`src/rtl/serial_compare_accumulator.sv`:
```
`timescale 1ns / 1ps
// serial_compare_accumulator
//
// Accumulates a word comparison from a stream of per-digit results produced
// MSB-first by an upstream 2-bit comparator. The first unequal digit decides
// gt/lt; if every digit is equal the word is equal. Digits whose flags are not
// exactly one-hot raise a sticky err and are otherwise ignored.
//
// Ports:
//   clk          clock, all state updates on the rising edge
//   rst_n        asynchronous active-low reset
//   start        begin a new comparison (sampled only when idle)
//   digit_valid  upstream presents one digit result this cycle
//   digit_gt/lt/eq  per-digit flags (x greater / less / equal)
//   digit_ready  block accepts a digit this cycle
//   busy         comparison in progress or result being reported
//   done         one-cycle pulse when the result becomes valid
//   res_gt/lt/eq final word comparison, x vs y (held until the next start)
//   err          a non-one-hot digit was accepted in the last comparison
module serial_compare_accumulator #(
  parameter int unsigned NUM_DIGITS = 4
) (
  input  logic clk,
  input  logic rst_n,
  input  logic start,
  input  logic digit_valid,
  input  logic digit_gt,
  input  logic digit_lt,
  input  logic digit_eq,
  output logic digit_ready,
  output logic busy,
  output logic done,
  output logic res_gt,
  output logic res_lt,
  output logic res_eq,
  output logic err
);

  localparam int unsigned CntW = $clog2(NUM_DIGITS + 1);
  localparam logic [CntW-1:0] LastIdx = CntW'(NUM_DIGITS - 1);

  typedef enum logic [1:0] {
    StIdle,
    StAccum,
    StDone
  } state_e;

  state_e            state_q, state_d;
  logic [CntW-1:0]   cnt_q, cnt_d;
  logic              decided_q, decided_d;
  logic              res_gt_q, res_gt_d;
  logic              res_lt_q, res_lt_d;
  logic              res_eq_q, res_eq_d;
  logic              err_q, err_d;

  logic              digit_accept;
  logic              flags_onehot;

  assign digit_ready  = (state_q == StAccum);
  assign busy         = (state_q != StIdle);
  assign done         = (state_q == StDone);
  assign digit_accept = digit_valid & digit_ready;

  assign flags_onehot = ( digit_gt & ~digit_lt & ~digit_eq) |
                        (~digit_gt &  digit_lt & ~digit_eq) |
                        (~digit_gt & ~digit_lt &  digit_eq);

  always_comb begin
    state_d   = state_q;
    cnt_d     = cnt_q;
    decided_d = decided_q;
    res_gt_d  = res_gt_q;
    res_lt_d  = res_lt_q;
    res_eq_d  = res_eq_q;
    err_d     = err_q;

    unique case (state_q)
      StIdle: begin
        if (start) begin
          state_d   = StAccum;
          cnt_d     = '0;
          decided_d = 1'b0;
          res_gt_d  = 1'b0;
          res_lt_d  = 1'b0;
          res_eq_d  = 1'b0;
          err_d     = 1'b0;
        end
      end

      StAccum: begin
        if (digit_accept) begin
          cnt_d = cnt_q + CntW'(1);
          if (!flags_onehot) begin
            err_d = 1'b1;
          end else if (!decided_q) begin
            // First unequal digit decides; later digits are only counted.
            if (digit_gt) begin
              res_gt_d  = 1'b1;
              decided_d = 1'b1;
            end else if (digit_lt) begin
              res_lt_d  = 1'b1;
              decided_d = 1'b1;
            end
          end
          if (cnt_q == LastIdx) begin
            state_d = StDone;
            // Use the post-update decision so a deciding last digit wins.
            if (!decided_d) begin
              res_eq_d = 1'b1;
            end
          end
        end
      end

      StDone: begin
        state_d = StIdle;
      end

      default: begin
        state_d = StIdle;
      end
    endcase
  end

  always_ff @(posedge clk or negedge rst_n) begin
    if (!rst_n) begin
      state_q   <= StIdle;
      cnt_q     <= '0;
      decided_q <= 1'b0;
      res_gt_q  <= 1'b0;
      res_lt_q  <= 1'b0;
      res_eq_q  <= 1'b0;
      err_q     <= 1'b0;
    end else begin
      state_q   <= state_d;
      cnt_q     <= cnt_d;
      decided_q <= decided_d;
      res_gt_q  <= res_gt_d;
      res_lt_q  <= res_lt_d;
      res_eq_q  <= res_eq_d;
      err_q     <= err_d;
    end
  end

  assign res_gt = res_gt_q;
  assign res_lt = res_lt_q;
  assign res_eq = res_eq_q;
  assign err    = err_q;

endmodule

```
`config.mk`:
```
export PLATFORM = sky130hd
export DESIGN_NAME = serial_compare_accumulator
export DESIGN_NICKNAME = d
export VERILOG_FILES = /design/src/rtl/serial_compare_accumulator.sv
export SDC_FILE = /design/constraint.sdc
export NUM_CORES = 1
export LEC_CHECK = 0
export CAP_MARGIN = 20
export CORE_UTILIZATION = 40
export DETAILED_ROUTE_END_ITERATION = 8
export HOLD_SLACK_MARGIN = 0.05
export PLACE_DENSITY = 0.71
export SKIP_CTS_REPAIR_TIMING = 1
export SLEW_MARGIN = 20
export SYNTH_ARGS = -nofsm -noshare
export SYNTH_HDL_FRONTEND = slang
export SYNTH_SLANG_ARGS = --single-unit
```
`constraint.sdc`:
```
create_clock -name clk -period 1.6 [get_ports clk]
set_clock_uncertainty 0.15 [all_clocks]
set_input_delay 0.24 -clock clk [delete_from_list [all_inputs] [get_ports clk]]
set_output_delay 0.24 -clock clk [all_outputs]
set_load 0.02 [all_outputs]
```
After elaboration in Yosys (flattened, before gate mapping)
Cells that the tools add are included.

cells by class
  multiplexer cells = 34
  equality and inequality tests = 13
  reduce and logical (&&, ||, !) cells = 9
  add/subtract/negate cells = 1
  bitwise operators = 12

operator list
  operator               number
  $mux W1                22
  $ne A2 B2 Y1 const B   7
  $pmux W1 S2            5
  $and A1 B1 Y1          7
  $reduce_and A7 Y1      1
  $mux W2                3
  $mux W3                2
  $ne A2 B1 Y1 const B   3
  $pmux W3 S2            1
  $reduce_and A3 Y1      2
  $reduce_and A6 Y1      1
  $reduce_and A5 Y1      1
  $pmux W2 S2            1
  $reduce_and A4 Y1      1
  $reduce_bool A2 Y1     2
  $add A3 B1 Y3 const B  1
  $eq A3 B2 Y1 const B   1
  $not A1 Y1             3
  $eq A2 B1 Y1 const B   1
  $eq A2 B2 Y1 const B   1
  $logic_not A2 Y1       1
  $or A1 B1 Y1           2

word-level totals
  logic and storage cells = 76
  input bits = 7
  register bits = 10

Depth between registers and ports, before layout
Gate-level depths: netlist of the first run.

  depth after elaboration = 12
  depth in mapped cells = 5

Worst setup path after synthesis of the first run
Ideal clock, no wire load.

  kind = flip-flop to flip-flop
  from = register state_q[0]
  to = register cnt_q[1]
  required time = 1328 ps
  path slack = 108 ps
  stages on the path, launching flop included = 5
  period minus slack after synthesis = 1492 ps
  path buffers = 1
  data arrival time = 1220 ps
  cells stage by stage = dfrtp_1 -> or3b_1 -> buf_2 -> a21boi_4 -> a32o_1

between the ends
  longest elaborated chain between the ends = 4

ends and longest elaborated chain
  what                         RTL line  text
  from (decl)                  48        state_e state_q, state_d;
  from (signal assigned)       127       state_q <= StIdle;
  from (signal assigned)       135       state_q <= state_d;
  $eq A2 B1 Y1                 59, 77
  $and A1 B1 Y1                62        assign digit_accept = digit_valid & digit_ready;
  $ne A2 B1 Y1 (no line)       n/a
  $reduce_and A3 Y1 (no line)  n/a
  to (signal assigned)         136       cnt_q <= cnt_d;
  to (decl)                    49        logic [CntW-1:0] cnt_q, cnt_d;

Parallel ways exist; a longest one is shown, timed or not.
A chain may end at the register's enable or synchronous reset.

Final worst setup path of the first run
  from = register state_q[1]
  to = register cnt_q[1]

The elaborated chain is that of the path after synthesis.

==> reports/qor.yml, run 1 <==
status:
  status: "completed"
timing:
  finalCritPeriodShare: 0.957
  max-slew-margin-rel: 0.705
  final-setup-viol-count: 0
  hold_viol: 0
  period_needed_ps: 1530
  slew_violations: 0
  finalWorstSetupSlack_ps: 68.0
  rsz0062_at_grt: "false"
  fmax_mhz: 653
  tightest_slew_ps: 441
clock_tree:
  cts_max_level: 1
  cts_sinks: 10
  cts-buffers-inserted: 3
  clk_pin_slew_ps: 60
  cts_tree: "yes"
  cts_root_buffer: "clkbuf_4"
  clockBufferDepth: 2
  clock_latency_ps: 270
setup_path:
  worstReg2RegStart: "state_q[1]"
  crit_path_start_kind: "flop"
  r2r_slack_ps: 70
  criticalPathCategory: "reg -> reg"
  cp-end-kind: "flop"
  crit_required_ps: 1600
  ff2ff_path_depth: 3
  worstPathMaxFanout: 5
  r2r_end: "cnt_q[1]"
  crit_arrival_ps: 1530
detailed_routing:
  drc: 0
  dr.pass1.iters: 4
  via_per_inst: 5.19
  drt-initial-drc-count: 9
  wirelength_microns: 1050
  avgRoutedWirePerCell_microns: 12.4
  vias: 436
  ant_nets: 0
synthesis:
  post-synth-top-area-cell: "dfrtp_1"
  synth_enable_flop_cells: 0
  async_flop_share: 1.00
  synth_cell_types: 24
  yosysMostFrequentCell: "dfrtp_1"
  syn_area_sq_um: 523
  ys_top_cells_by_area: "dfrtp_1 48%, nand2_1 5.7%, ha_1 4.8%, o21ai_0 4.8%, a32o_1 3.8%"
  yosys_register_bits: 10
  seq_area_frac_synth: 0.478
  synth.avg_cell_area_sq_um: 10.5
  ys_warn_count: 0
  yosysTopAreaCellShare: 0.478
  ys.flop_type: "dfrtp_1"
  synth_top_cells_by_count: "10 x dfrtp_1, 8 x nand2_1, 5 x o21ai_0"
  synth.net_count: 59
  syn_inst: 50
global_routing:
  antenna_found_initial: 0
  overflow: 0
  grt_pass1_wl_microns: 1690
  grtUsageTotal: 0.178
  grt_max_degree: 11
  grt_pass1_vias: 387
placement:
  pre_cts_ws_ps: -197
  place_congestion: 0.769
  dp.cells: 80
  io_buffers: 13
  dpl.hpwl_microns: 820
  place_area_sq_um: 698
floorplanning:
  dieArea_sq_mm: 0.00146
  die_w_microns: 38.2
  core_sq_mm: 0.00116
  die_h_microns: 38.2
  rows: 12
  io_pins: 14
  start_util: 0.452
pwr:
  netSwitchingFraction: 0.362
  p_int_uw: 794
  peakVddDrop_mv: 0.847
  clockPowerShare: 0.177
  power_frac_comb: 0.476
  power_density_mw_per_mm2: 1680
  seq_power_share: 0.347
  p_sw_uw: 451
  leakage_uw: 0.000430
cells_and_area:
  nNetsFinal: 80
  diodes: 0
  layout-drive-gt1-share: 0.243
  final_cells: 84
  area_growth_pct: 41.9
  fin_area_sq_um: 742
  fillers: 93
job:
  maxCapViolations: 0
hold_path:
  hold_class: "in -> async"
## worst max-delay path by stage
stage / cells past startpoint / from / endpoint
2_1_floorplan: 4 / state_q[0] / cnt_q[1]
3_3_place_gp: 4 / start / cnt_q[1]
5_1_grt: 4 / state_q[1] / decided_q
6_report: 3 / state_q[1] / cnt_q[1]
3_5_place_dp: 4 / start / cnt_q[1]
4_1_cts: 2 / state_q[1] / busy
## registers in the layout, indices dropped and copies added (netlist names)
name,flops
cnt_q,3
decided_q,1
err,1
res_eq,1
res_gt,1
res_lt,1
state_q,2
## area by class of cell
type | instances | area (sq um) | area share
tap | 14 | 17.5 | 0.0236
multi-input combinational | 37 | 264 | 0.356
inverter | 1 | 3.75 | 0.00506
clock buffer | 4 | 36.3 | 0.0489
sequential | 10 | 250 | 0.337
timing repair buffer | 18 | 170 | 0.229
## critical path: stages, from the launching register on
cell and delay, ps:
dfrtp_1 420, or3b_1 460, a21boi_4 180, a32o_1 200
## power by group through the flow
stage	logic (uW)	clock network, uW	registers (uW)
after floorplan	310	0	481
final	593	220	432
after detailed placement	623	0	438
after global routing	657	241	448
after CTS	626	228	435
after global placement	614	0	438
## layout by cell type (no fill, tap or decap), types with 2 or more instances in the layout
cell,n
clkdlybuf4s50_1,6
nand2b_1,2
o211a_1,2
a32o_1,2
buf_4,5
dlymetal6s2s_1,5
o21ai_0,4
clkbuf_2,2
ha_1,2
clkbuf_4,3
dfrtp_1,10
nand2_1,8
## cell families after synthesis
kind of cell	count (synthesis)	share of synthesized area
compound gates	13	0.203
xor+xnor	1	0.0167
fa+ha+maj	2	0.0478
buf+inv	3	0.0263
flops	10	0.478
mux	1	0.0191
simple gates	20	0.208
## per-stage QoR
step / power, uW / hold WS, ps / util / setup TNS, ps
5_1_grt: 1350 / 162 / 0.642 / 0
3_5_place_dp: 1060 / 348 / 0.604 / -1240
3_3_place_gp: 1050 / 336 / 0.604 / -1120
6_report: 1250 / 131 / 0.642 / 0
2_1_floorplan: 792 / -206 / - / 0
4_1_cts: 1290 / 140 / 0.635 / -1010
## layer usage
layer	up-vias	global-route usage	wire length, microns	part of all wire
met3	0	0.0872	45	0.043
li1	220	-	-	-
met2	9	0.275	514	0.49
met5	-	0	0	0
met4	0	0.0536	0	0
met1	207	0.216	484	0.46
No activity file was read; power rests on OpenSTA's default activity.
==> run 2: changes to the inputs <==
- clock period: 1.6 -> 1.3 ns (I/O delays scaled with it)
==> reports/qor.yml, run 2 (synthesis results as in run 1) <==
status:
  status: "finished, violations left"
  violations: "negative setup slack"
cells_and_area:
  final_cells: 89  # +6.0%
  final_cell_mix: "9 x dfrtp_1, 8 x buf_4, 7 x nand2_1"
  largestRegisters: "cnt_q: 3 flops, state_q: 2 flops"
  layout-drive-gt1-share: 0.413  # +0.170
  largest-register: "cnt_q"
  area_growth_pct: 61.0
  nNetsFinal: 86  # +7.5%
  largest_register_ffs: 3  # unchanged
  final_common_cell: "dfrtp_1"
  diodes: 0  # unchanged
detailed_routing:
  dr.pass1.iters: 4  # unchanged
  ant_nets: 0  # unchanged
  drt-initial-drc-count: 9  # unchanged
  drc: 0  # unchanged
  avgRoutedWirePerCell_microns: 14.4  # +16%
  vias: 485  # +11%
  via_per_inst: 5.45  # +5.0%
  wirelength_microns: 1280  # +23%
setup_path:
  crit_required_ps: 950  # -650 ps
  worstPathMaxFanout: 5  # unchanged
  r2r_slack_ps: -200  # -270 ps
  crit_buf_inv: 1  # +1
  cp_num_cells: 2  # -1
  cpPeakStageDelay_ps: 440  # -20 ps
  crit_path_start_kind: "flop"
  cp_cell_sequence: "or2_2 -> buf_6"
  cp-end-kind: "primary output"
  ff2ff_path_depth: 3  # unchanged
  criticalPathCategory: "reg -> out"
  cpMaxStageDelayCell: "dfrtp_2"
  cp_top_family: "flip-flops"
  crit_arrival_ps: 1150  # -380 ps
global_routing:
  grt_pass1_vias: 470  # +21%
  grt_pass1_wl_microns: 2050  # +21%
  overflow: 0  # unchanged
  antenna_found_initial: 0  # unchanged
  busiest_layer: "met2"
  grt_use_met3: 0.105  # +0.0174
  grtUsageTotal: 0.215  # +0.0364
  use_met2: 0.292  # +0.0169
  grt_max_degree: 11  # unchanged
  met1_usage: 0.271  # +0.0543
clock_tree:
  cts_sinks: 10  # unchanged
  cts_root_buffer: "clkbuf_4"
  cts_max_level: 1  # unchanged
  clock_latency_ps: 270  # about the same
  clockBufferDepth: 2  # unchanged
  clk_pin_slew_ps: 60  # about the same
  cts_tree: "yes"
  cts-buffers-inserted: 3  # unchanged
timing:
  hold_viol: 0  # unchanged
  slew_violations: 0  # unchanged
  max-slew-margin-rel: 0.701  # -0.00339
  finalWorstSetupSlack_ps: -198  # -266 ps
  tightest_slew_ps: 447  # +5.07 ps
  fmax_mhz: 667
  rsz0062_at_grt: "true"
  hold_ws_ps: 87.9  # -43.4 ps
  final-setup-viol-count: 11  # +11
  period_needed_ps: 1500
  fin_setup_tns_ps: -1340  # -1340 ps
  finalCritPeriodShare: 1.15
pwr:
  peakVddDrop_mv: 1.06  # +26%
  power_density_mw_per_mm2: 2060  # +23%
  p_total_uw: 1730  # +39%
  leakage_uw: 0.000470  # +9.3%
placement:
  dp.cells: 85  # +6.3%
  dpl.hpwl_microns: 838  # +2.2%
  place_congestion: 0.766  # -0.31%
  pre_cts_ws_ps: -449  # -253 ps
  io_buffers: 13  # unchanged
hold_path:
  hold_class: "in -> async"
floorplanning:
  start_util: 0.452  # unchanged
  rows: 12  # unchanged
  dieArea_sq_mm: 0.00146  # unchanged
  die_w_microns: 38.2  # unchanged
  core_sq_mm: 0.00116  # unchanged
  io_pins: 14  # unchanged
  die_h_microns: 38.2  # unchanged
job:
  maxCapViolations: 0  # unchanged
[run 2: changes by cell type in the layout (fill, tap and decap cells not counted), sizes merged]
cell and change:
dlymetal6s2s +1, clkbuf -3, clkdlybuf4s50 -1, buf +8
[run 2: layer usage]
layer  vias to the layer above  part of all wire
li1                        231                 -
met1                       234              0.40
met2                        15              0.51
met3                         5             0.064
met4                         0             0.019
met5                         -                 0
[run 2: worst paths after layout]
| path | endpoint | from |
|---|---|---|
| worst max-delay path | busy | state_q[1] |
| worst min-delay path | state_q[0] | rst_n |
| worst max register to register | cnt_q[1] | state_q[0] |
| worst min register to register | cnt_q[2] | cnt_q[2] |
| max in group asynchronous | state_q[1] | rst_n |
| min in group clk | cnt_q[2] | cnt_q[2] |
[run 2: worst register-to-register path: stages (launching register included)]
cell and delay (ps):
dfrtp_1 420, or3b_4 440, a21boi_4 170, a32o_1 200
[run 2: power by group]
part	total (uW)	switching [uW]	internal, uW
logic	986	433	552
clock network	202	95.6	106
registers	545	101	443
[run 2: per-stage QoR]
step | util | cell area [sq um]
3_5_place_dp | 0.636 | 736
2_1_floorplan | - | 526
5_1_grt | 0.728 | 842
6_report | 0.728 | 842
3_3_place_gp | 0.636 | 736
4_1_cts | 0.656 | 758
[run 2: cell type report]
cell class	instances	area [sq um]
inverters	1	3.75
well taps	14	17.5
fillers	94	314
clock buffers	3	22.5
repair buffers	24	241
flip-flops and latches	10	251
multi-input cells	37	305
